<file path="config.mk">
export PLATFORM = sky130hd
export DESIGN_NAME = riscv_test_monitor
export DESIGN_NICKNAME = d
export VERILOG_FILES = /design/src/rtl/riscv_test_monitor.sv
export SDC_FILE = /design/constraint.sdc
export NUM_CORES = 1
export LEC_CHECK = 0
export CAP_MARGIN = 20
export CORE_ASPECT_RATIO = 0.6
export CORE_MARGIN = 5
export CORE_UTILIZATION = 28
export CTS_BUF_LIST = sky130_fd_sc_hd__clkbuf_4 sky130_fd_sc_hd__clkbuf_8
export CTS_CLUSTER_DIAMETER = 120
export DETAILED_ROUTE_END_ITERATION = 10
export PLACE_DENSITY = 0.58
export SETUP_SLACK_MARGIN = 0.02
export SKIP_LAST_GASP = 1
export SLEW_MARGIN = 25
export SYNTH_ARGS = -nofsm -noshare
export SYNTH_HDL_FRONTEND = slang
export SYNTH_SLANG_ARGS = --single-unit
export TNS_END_PERCENT = 1
</file>
<file path="constraint.sdc">
create_clock -name clk -period 1.87 [get_ports clk]
set_clock_uncertainty 0.05 [all_clocks]
set_input_delay 0.187 -clock clk [delete_from_list [all_inputs] [get_ports clk]]
set_output_delay 0.187 -clock clk [all_outputs]
set_load 0.1 [all_outputs]
</file>
<file path="src/rtl/riscv_test_monitor.sv">
// riscv_test_monitor: sticky pass/fail/timeout checker for riscv-tests completion at DONE_PC
// Ports:
//   clk, rst (async active-low) -- clock and reset
//   pc_valid, pc, gp            -- core PC qualifier, PC, and x3
//   clear                       -- synchronous restart into RUN
//   done, passed, failed, timed_out, test_num, cycles -- registered verdict outputs
module riscv_test_monitor #(
  parameter int XLEN = 32,
  parameter logic [XLEN-1:0] DONE_PC = 32'h0000_0044,
  parameter int TIMEOUT = 5000,
  parameter int CNT_W = 16
) (
  input  logic             clk,
  input  logic             rst,
  input  logic             pc_valid,
  input  logic [XLEN-1:0]  pc,
  input  logic [XLEN-1:0]  gp,
  input  logic             clear,
  output logic             done,
  output logic             passed,
  output logic             failed,
  output logic             timed_out,
  output logic [XLEN-1:0]  test_num,
  output logic [CNT_W-1:0] cycles
);
  typedef enum logic [2:0] {IDLE, RUN, PASS, FAIL, TOUT} state_t;
  localparam logic [CNT_W-1:0] LAST = CNT_W'(TIMEOUT - 1);
  state_t state;
  logic hit, tmo, ok;
  logic [XLEN-1:0] fail_num;
  assign hit = state == RUN && pc_valid && pc == DONE_PC;
  assign tmo = state == RUN && cycles == LAST;
  assign ok = gp == XLEN'(1);
  // even gp means the test never wrote a proper verdict, reported as test 0
  assign fail_num = gp[0] ? gp >> 1 : '0;
  always_ff @(posedge clk or negedge rst)
    if (!rst) begin
      state     <= IDLE;
      done      <= 1'b0;
      passed    <= 1'b0;
      failed    <= 1'b0;
      timed_out <= 1'b0;
      test_num  <= '0;
      cycles    <= '0;
    end else if (clear) begin
      state     <= RUN;
      done      <= 1'b0;
      passed    <= 1'b0;
      failed    <= 1'b0;
      timed_out <= 1'b0;
      test_num  <= '0;
      cycles    <= '0;
    end else begin
      case (state)
        IDLE: state <= RUN;
        RUN: begin
          cycles <= cycles + CNT_W'(1);
          if (hit) begin
            done     <= 1'b1;
            state    <= ok ? PASS : FAIL;
            passed   <= ok;
            failed   <= !ok;
            test_num <= ok ? '0 : fail_num;
          end else if (tmo) begin
            done      <= 1'b1;
            state     <= TOUT;
            timed_out <= 1'b1;
          end
        end
        default: ;
      endcase
    end
endmodule

</file>
==> results of run 1 <==
-- cell usage in the layout (no fill, tap or decap), drive strengths merged, types with 2 or more instances in the layout --
master / netlist / routed
a21oi: 2 / 2
a22o: 31 / 31
and3: 2 / 2
buf: 10 / 97
clkbuf: 2 / 6
clkdlybuf4s50: 0 / 66
dfrtp: 54 / 54
inv: 1 / 2
mux2i: 2 / 2
nand2: 11 / 11
nand3: 6 / 6
nand4: 6 / 6
nor2: 26 / 26
nor2b: 2 / 2
nor3: 5 / 5
nor4: 14 / 14
nor4b: 6 / 6
xnor2: 5 / 5
xor2: 10 / 10
-- per-stage QoR --
stage	cell area (sq um)	hold WS (ns)	util	instances	setup WS [ns]
after floorplan	2450	-0.159	-	207	-0.180
after global placement	3910	0.164	0.461	469	-0.571
after detailed placement	3920	0.168	0.461	469	-0.452
after CTS	4050	0.337	0.477	478	-0.163
after global routing	4090	0.400	0.481	480	-0.262
final	4090	0.342	0.481	480	-0.186
-- layer usage --
layer / GRT usage / vias to the layer above / share of wire
met3: 0.0520 / 8 / 0.095
li1: - / 1081 / -
met2: 0.196 / 95 / 0.39
met5: 0 / - / 0
met1: 0.205 / 1084 / 0.50
met4: 0.0508 / 0 / 0.013
-- registers in the layout (all words and copies together), names as in the netlist --
signal     cells
test_num      31
timed_out      1
state          3
done           1
cycles        16
failed         1
passed         1
-- worst paths after layout --
| kind | startpoint | endpoint |
|---|---|---|
| worst min-delay path | rst | cycles[15]$_DFFE_PN0P_ |
| worst min register to register | timed_out$_DFFE_PN0P_ | timed_out$_DFFE_PN0P_ |
| max in group asynchronous | rst | cycles[6]$_DFFE_PN0P_ |
| worst max register to register | state[1]$_DFFE_PN0P_ | test_num[15]$_DFFE_PN0P_ |
| worst max-delay path | state[1]$_DFFE_PN0P_ | test_num[15]$_DFFE_PN0P_ |
| min in group clk | gp[1] | test_num[0]$_DFFE_PN0P_ |
-- final cells by class --
cell class	count	area, sq um
fillers	799	4400
repair buffers	165	1450
flip-flops and latches	54	1370
multi-input cells	140	1010
well taps	112	140
clock buffers	5	68.8
clock inverters	3	48.8
inverters	1	3.75
-- power by group --
| group | leakage [nW] | switching [W] | total, W | internal, W |
|---|---|---|---|---|
| Clock | 0.0563 | 0.000406 | 0.000815 | 0.000408 |
| Sequential | 0.726 | 0.00000729 | 0.00118 | 0.00117 |
| Combinational | 1.11 | 0.000147 | 0.000326 | 0.000179 |
-- worst reg2reg max path, stage by stage, from the launching register on --
cell	delay, ns
dfrtp_1	0.42
nor3b_4	0.26
nand4_1	0.11
or3_4	0.42
nor4b_4	0.27
buf_4	0.18
buf_12	0.15
a22o_1	0.16
-- timing repair --
| action | in CTS | in global routing |
|---|---|---|
| gates cloned | 0 | 1 |
| endpoints found under the hold margin | 22 | 0 |
| resized for setup | 1 | 1 |
| hold buffers | 1 | 0 |
| pin swaps | 0 | 1 |
| setup endpoints to repair | 43 | 48 |
| setup buffers | 0 | 1 |
-- kinds of logic after synthesis --
| family | synth area share |
|---|---|
| AO/OA/AOI/OAI | 0.146 |
| XOR/XNOR | 0.0542 |
| adder cells (fa/ha/maj) | 0.00516 |
| buffers and inverters | 0.0361 |
| flip-flops | 0.557 |
| multiplexers | 0.00826 |
| other | 0.00155 |
| AND/OR/NAND/NOR | 0.192 |
==> impl_metrics.tcl, run 1 <==
set metrics [dict create \
    cts_tree "done" \
    nNetsFinal 436 \
    syn_inst 207 \
    tns_ns -6.20 \
    drt-wirelength-per-cell_um 16.0 \
    grt_start_max_net_pins 33 \
    die_w_um 130 \
    h-tree-depth 2 \
    yosysUniqueCellTypes 36 \
    slew_violations 0 \
    synth.net_count 276 \
    critPathCaptureType "register" \
    postRouteWirelength_um 7670 \
    cp.required_ns 2.08 \
    core_area_sq_um 8490 \
    power_w 0.00232 \
    async_flop_share 1.00 \
    r2r.worst_path.cells 7 \
    total_leakage_power_nw 1.89 \
    cts-root-buf "clkbuf_8" \
    ys.flop_type "dfrtp_1" \
    grt_pass1_vias 2303 \
    setup_slack_ns -0.186 \
    boundaryPins 120 \
    fmax_mhz 486 \
    clock_sinks 54 \
    synth-edff-count 0 \
    grt_pass1_wl_um 11900 \
    syn_area_per_cell_sq_um 11.7 \
    globalplace.congestion 0.810 \
    die_area_sq_um 10700 \
    io_buffers 118 \
    antenna_found_initial 0 \
    seq_area_frac_synth 0.557 \
    grt-ovfl-total 0 \
    path_class "register to register" \
    hold_path_class "primary input to async pin" \
    ant_nets 0 \
    cp.depth 7 \
    synth_warnings 0 \
    finalHoldViolCount 0 \
    period_needed_ns 2.06 \
    worst_pin_slew_ns 0.729 \
    rsz0062_at_grt "true" \
    vias 2268 \
    antenna_cells 0 \
    status "finished with violations" \
    drv_cap 0 \
    drive_gt1_frac 0.421 \
    crit_chain "nor3b_4, nand4_1, or3_4, nor4b_4, buf_4, buf_12, a22o_1" \
    synth.top_cell.area_share 0.557 \
    ir_drop_v 0.000368 \
    area_growth_pct 68.5 \
    clk_latency_ns 0.31 \
    row_count 26 \
    die_h_um 82.1 \
    ff2ff_setup_slack_ns -0.19 \
    cp_slowest_cell "dfrtp_1" \
    synthTopCellsByArea "dfrtp_1 (56%), a22o_2 (12%), nor2_1 (4.0%)" \
    crit_family "simple AND/OR/NAND/NOR gates" \
    timing.final.crit_share 1.10 \
    cts.clk_slew.worst_paths_ns 0.11 \
    cp-start-kind "register" \
    worstPathArrival_ns 2.27 \
    dr.pass1.iters 4 \
    critPathMaxStageDelay_ns 0.42 \
    drtIter0Drc 82 \
    synth_top_cell_by_area "dfrtp_1" \
    cts_made_buffers 5 \
    initial_core_util 0.286 \
    dp_hpwl_um 5890 \
    cellPowerDensity_nw_per_um2 568 \
    failed_checks "negative setup slack" \
    synth_common_cells "dfrtp_1 (54), a22o_2 (28), nor2_1 (26)" \
    grt_use_total 0.143 \
    max_slew_margin 0.513 \
    cts_max_path_buffers 2 \
    drcViolationCount 0 \
    cp_max_fo 16 \
    path_buf_inv 2 \
    ys_ff_latch 54 \
    vias_per_cell 4.73 \
    synthesis.area_sq_um 2420 \
    setup_viol 41 \
    yosysMostFrequentCell "dfrtp_1" \
]
Power figures use the tool's default switching activity.
==> run 2, diff against run 1 <==
--- a/config.mk
+++ b/config.mk
@@ -6,13 +6,13 @@
 export NUM_CORES = 1
 export LEC_CHECK = 0
 export CAP_MARGIN = 20
-export CORE_ASPECT_RATIO = 0.6
 export CORE_MARGIN = 5
 export CORE_UTILIZATION = 28
 export CTS_BUF_LIST = sky130_fd_sc_hd__clkbuf_4 sky130_fd_sc_hd__clkbuf_8
 export CTS_CLUSTER_DIAMETER = 120
 export DETAILED_ROUTE_END_ITERATION = 10
-export PLACE_DENSITY = 0.58
+export HOLD_SLACK_MARGIN = 0.05
+export PLACE_DENSITY = 0.56
 export SETUP_SLACK_MARGIN = 0.02
 export SKIP_LAST_GASP = 1
 export SLEW_MARGIN = 25
==> constraint.sdc (replaced) <==
create_clock -name clk -period 2.5 [get_ports clk]
set_clock_uncertainty 0.05 [all_clocks]
set_input_delay 0.25 -clock clk [delete_from_list [all_inputs] [get_ports clk]]
set_output_delay 0.25 -clock clk [all_outputs]
set_load 0.1 [all_outputs]
==> impl_metrics.tcl, run 2 (same netlist as run 1, synthesis figures left out) <==
set metrics [dict create \
    status "finished, final reports clean" \
    cp_slowest_cell "nor4_2" \
    grt_pass1_wl_um 11000 \
    grt_pass1_vias 2118 \
    initial_core_util 0.282 \
    die_w_um 103 \
    drtIter0Drc 47 \
    grt-ovfl-total 0 \
    cts.clk_slew.worst_paths_ns 0.10 \
    worst_pin_slew_ns 0.701 \
    final_common_cell "clkdlybuf4s50_1" \
    mostFrequentLayoutCells "clkdlybuf4s50_1 (66), buf_4 (57), dfrtp_1 (54)" \
    drcViolationCount 0 \
    postRouteWirelength_um 7130 \
    ir_drop_v 0.000227 \
    vias_per_cell 4.81 \
    vias 2107 \
    drive_gt1_frac 0.306 \
    ant_nets 0 \
    clock_sinks 54 \
    critPathCaptureType "register" \
    cp.required_ns 2.65 \
    antenna_found_initial 0 \
    crit_chain "or3b_1, nor4_2, nand3_1, xor2_1, nor2_1" \
    hold_path_class "register to register" \
    grt_use_total 0.133 \
    clk_latency_ns 0.30 \
    nNetsFinal 398 \
    top_register "test_num" \
    area_growth_pct 54.0 \
    drv_cap 0 \
    largest_reg_flops 31 \
    core_area_sq_um 8590 \
    cts_tree "done" \
    dr.pass1.iters 4 \
    timing.final.crit_share 0.807 \
    reg.largest.list "test_num x31, cycles x16, state x3" \
    finalInstanceArea_sq_um 3730 \
    drt-wirelength-per-cell_um 16.3 \
    cp_max_fo 7 \
    max_slew_margin 0.532 \
    row_count 34 \
    io_buffers 118 \
    total_leakage_power_nw 1.71 \
    dp_hpwl_um 5460 \
    grt_start_max_net_pins 55 \
    slew_violations 0 \
    die_area_sq_um 10600 \
    worstPathArrival_ns 2.16 \
    antenna_cells 0 \
    critPathMaxStageDelay_ns 0.53 \
    placed_area_sq_um 3610 \
    period_needed_ns 2.02 \
    fmax_mhz 495 \
    cp-start-kind "register" \
    cts.repair.resized 0 \
    setup_viol 0 \
    tns_ns 0 \
    cts_max_path_buffers 2 \
    rsz0062_at_grt "false" \
    h-tree-depth 2 \
    boundaryPins 120 \
    cellPowerDensity_nw_per_um2 454 \
    die_h_um 103 \
    finalHoldViolCount 0 \
    cts_made_buffers 5 \
    path_class "register to register" \
    globalplace.congestion 0.727 \
    cts-root-buf "clkbuf_8" \
]
-- run 2: timing repair --
item                      4_1_cts  5_1_grt
hold buffers                    1        0
hold endpoints to repair       28        0
buffers inserted                0        0
-- run 2: through the flow --
| step | util | hold slack [ns] | setup slack (ns) | total power, W | cells |
|---|---|---|---|---|---|
| floorplan | - | -0.0956 | 0.0975 | 0.000965 | 207 |
| global placement | 0.420 | 0.378 | 0.188 | 0.00111 | 429 |
| detailed placement | 0.420 | 0.388 | 0.154 | 0.00111 | 429 |
| CTS | 0.435 | 0.472 | 0.467 | 0.00171 | 438 |
| global route | 0.435 | 0.488 | 0.304 | 0.00177 | 438 |
| finish | 0.435 | 0.471 | 0.481 | 0.00170 | 438 |
-- run 2: final timing paths --
| kind | to | from | slack, ns | cells past startpoint |
|---|---|---|---|---|
| hold reg to reg | test_num[25]$_DFFE_PN0P_ | test_num[25]$_DFFE_PN0P_ | 0.47 | 1 |
| hold / removal | test_num[25]$_DFFE_PN0P_ | test_num[25]$_DFFE_PN0P_ | 0.47 | 1 |
| min in group asynchronous | test_num[14]$_DFFE_PN0P_ | rst | 0.54 | 3 |
| max in group asynchronous | state[1]$_DFFE_PN0P_ | rst | 1.37 | 3 |
| setup / recovery | cycles[13]$_DFFE_PN0P_ | state[1]$_DFFE_PN0P_ | 0.48 | 5 |
| setup reg to reg | cycles[13]$_DFFE_PN0P_ | state[1]$_DFFE_PN0P_ | 0.48 | 5 |
-- run 2: critical path: cells and delay by family, from the launching register on --
kind             cells  cell delay (ns)
XOR/XNOR             1             0.17
AND/OR/NAND/NOR      4             1.26
flip-flops           1             0.43
-- run 2: layer usage --
layer | vias to the layer above | global-route usage | part of all wire
met5 | - | 0 | 0
met4 | 0 | 0.0289 | 0.0074
met3 | 6 | 0.0311 | 0.072
met2 | 68 | 0.214 | 0.49
met1 | 1029 | 0.181 | 0.43
li1 | 1004 | - | -
-- run 2: cell type report --
type,instances,area [sq um]
Clock buffer,5,68.8
Clock inverter,3,43.8
Fill cell,839,4860
Inverter,1,3.75
Multi-Input combinational cell,140,988
Sequential cell,54,1350
Tap cell,108,135
Timing Repair Buffer,127,1140
-- run 2: report_power, final --
part / switching, W / total (W) / internal [W] / leakage, nW
Sequential: 0.00000559 / 0.000882 / 0.000877 / 0.747
Combinational: 0.000102 / 0.000213 / 0.000112 / 0.905
Clock: 0.000299 / 0.000600 / 0.000301 / 0.0585
Total: 0.000406 / 0.00170 / 0.00129 / 1.71
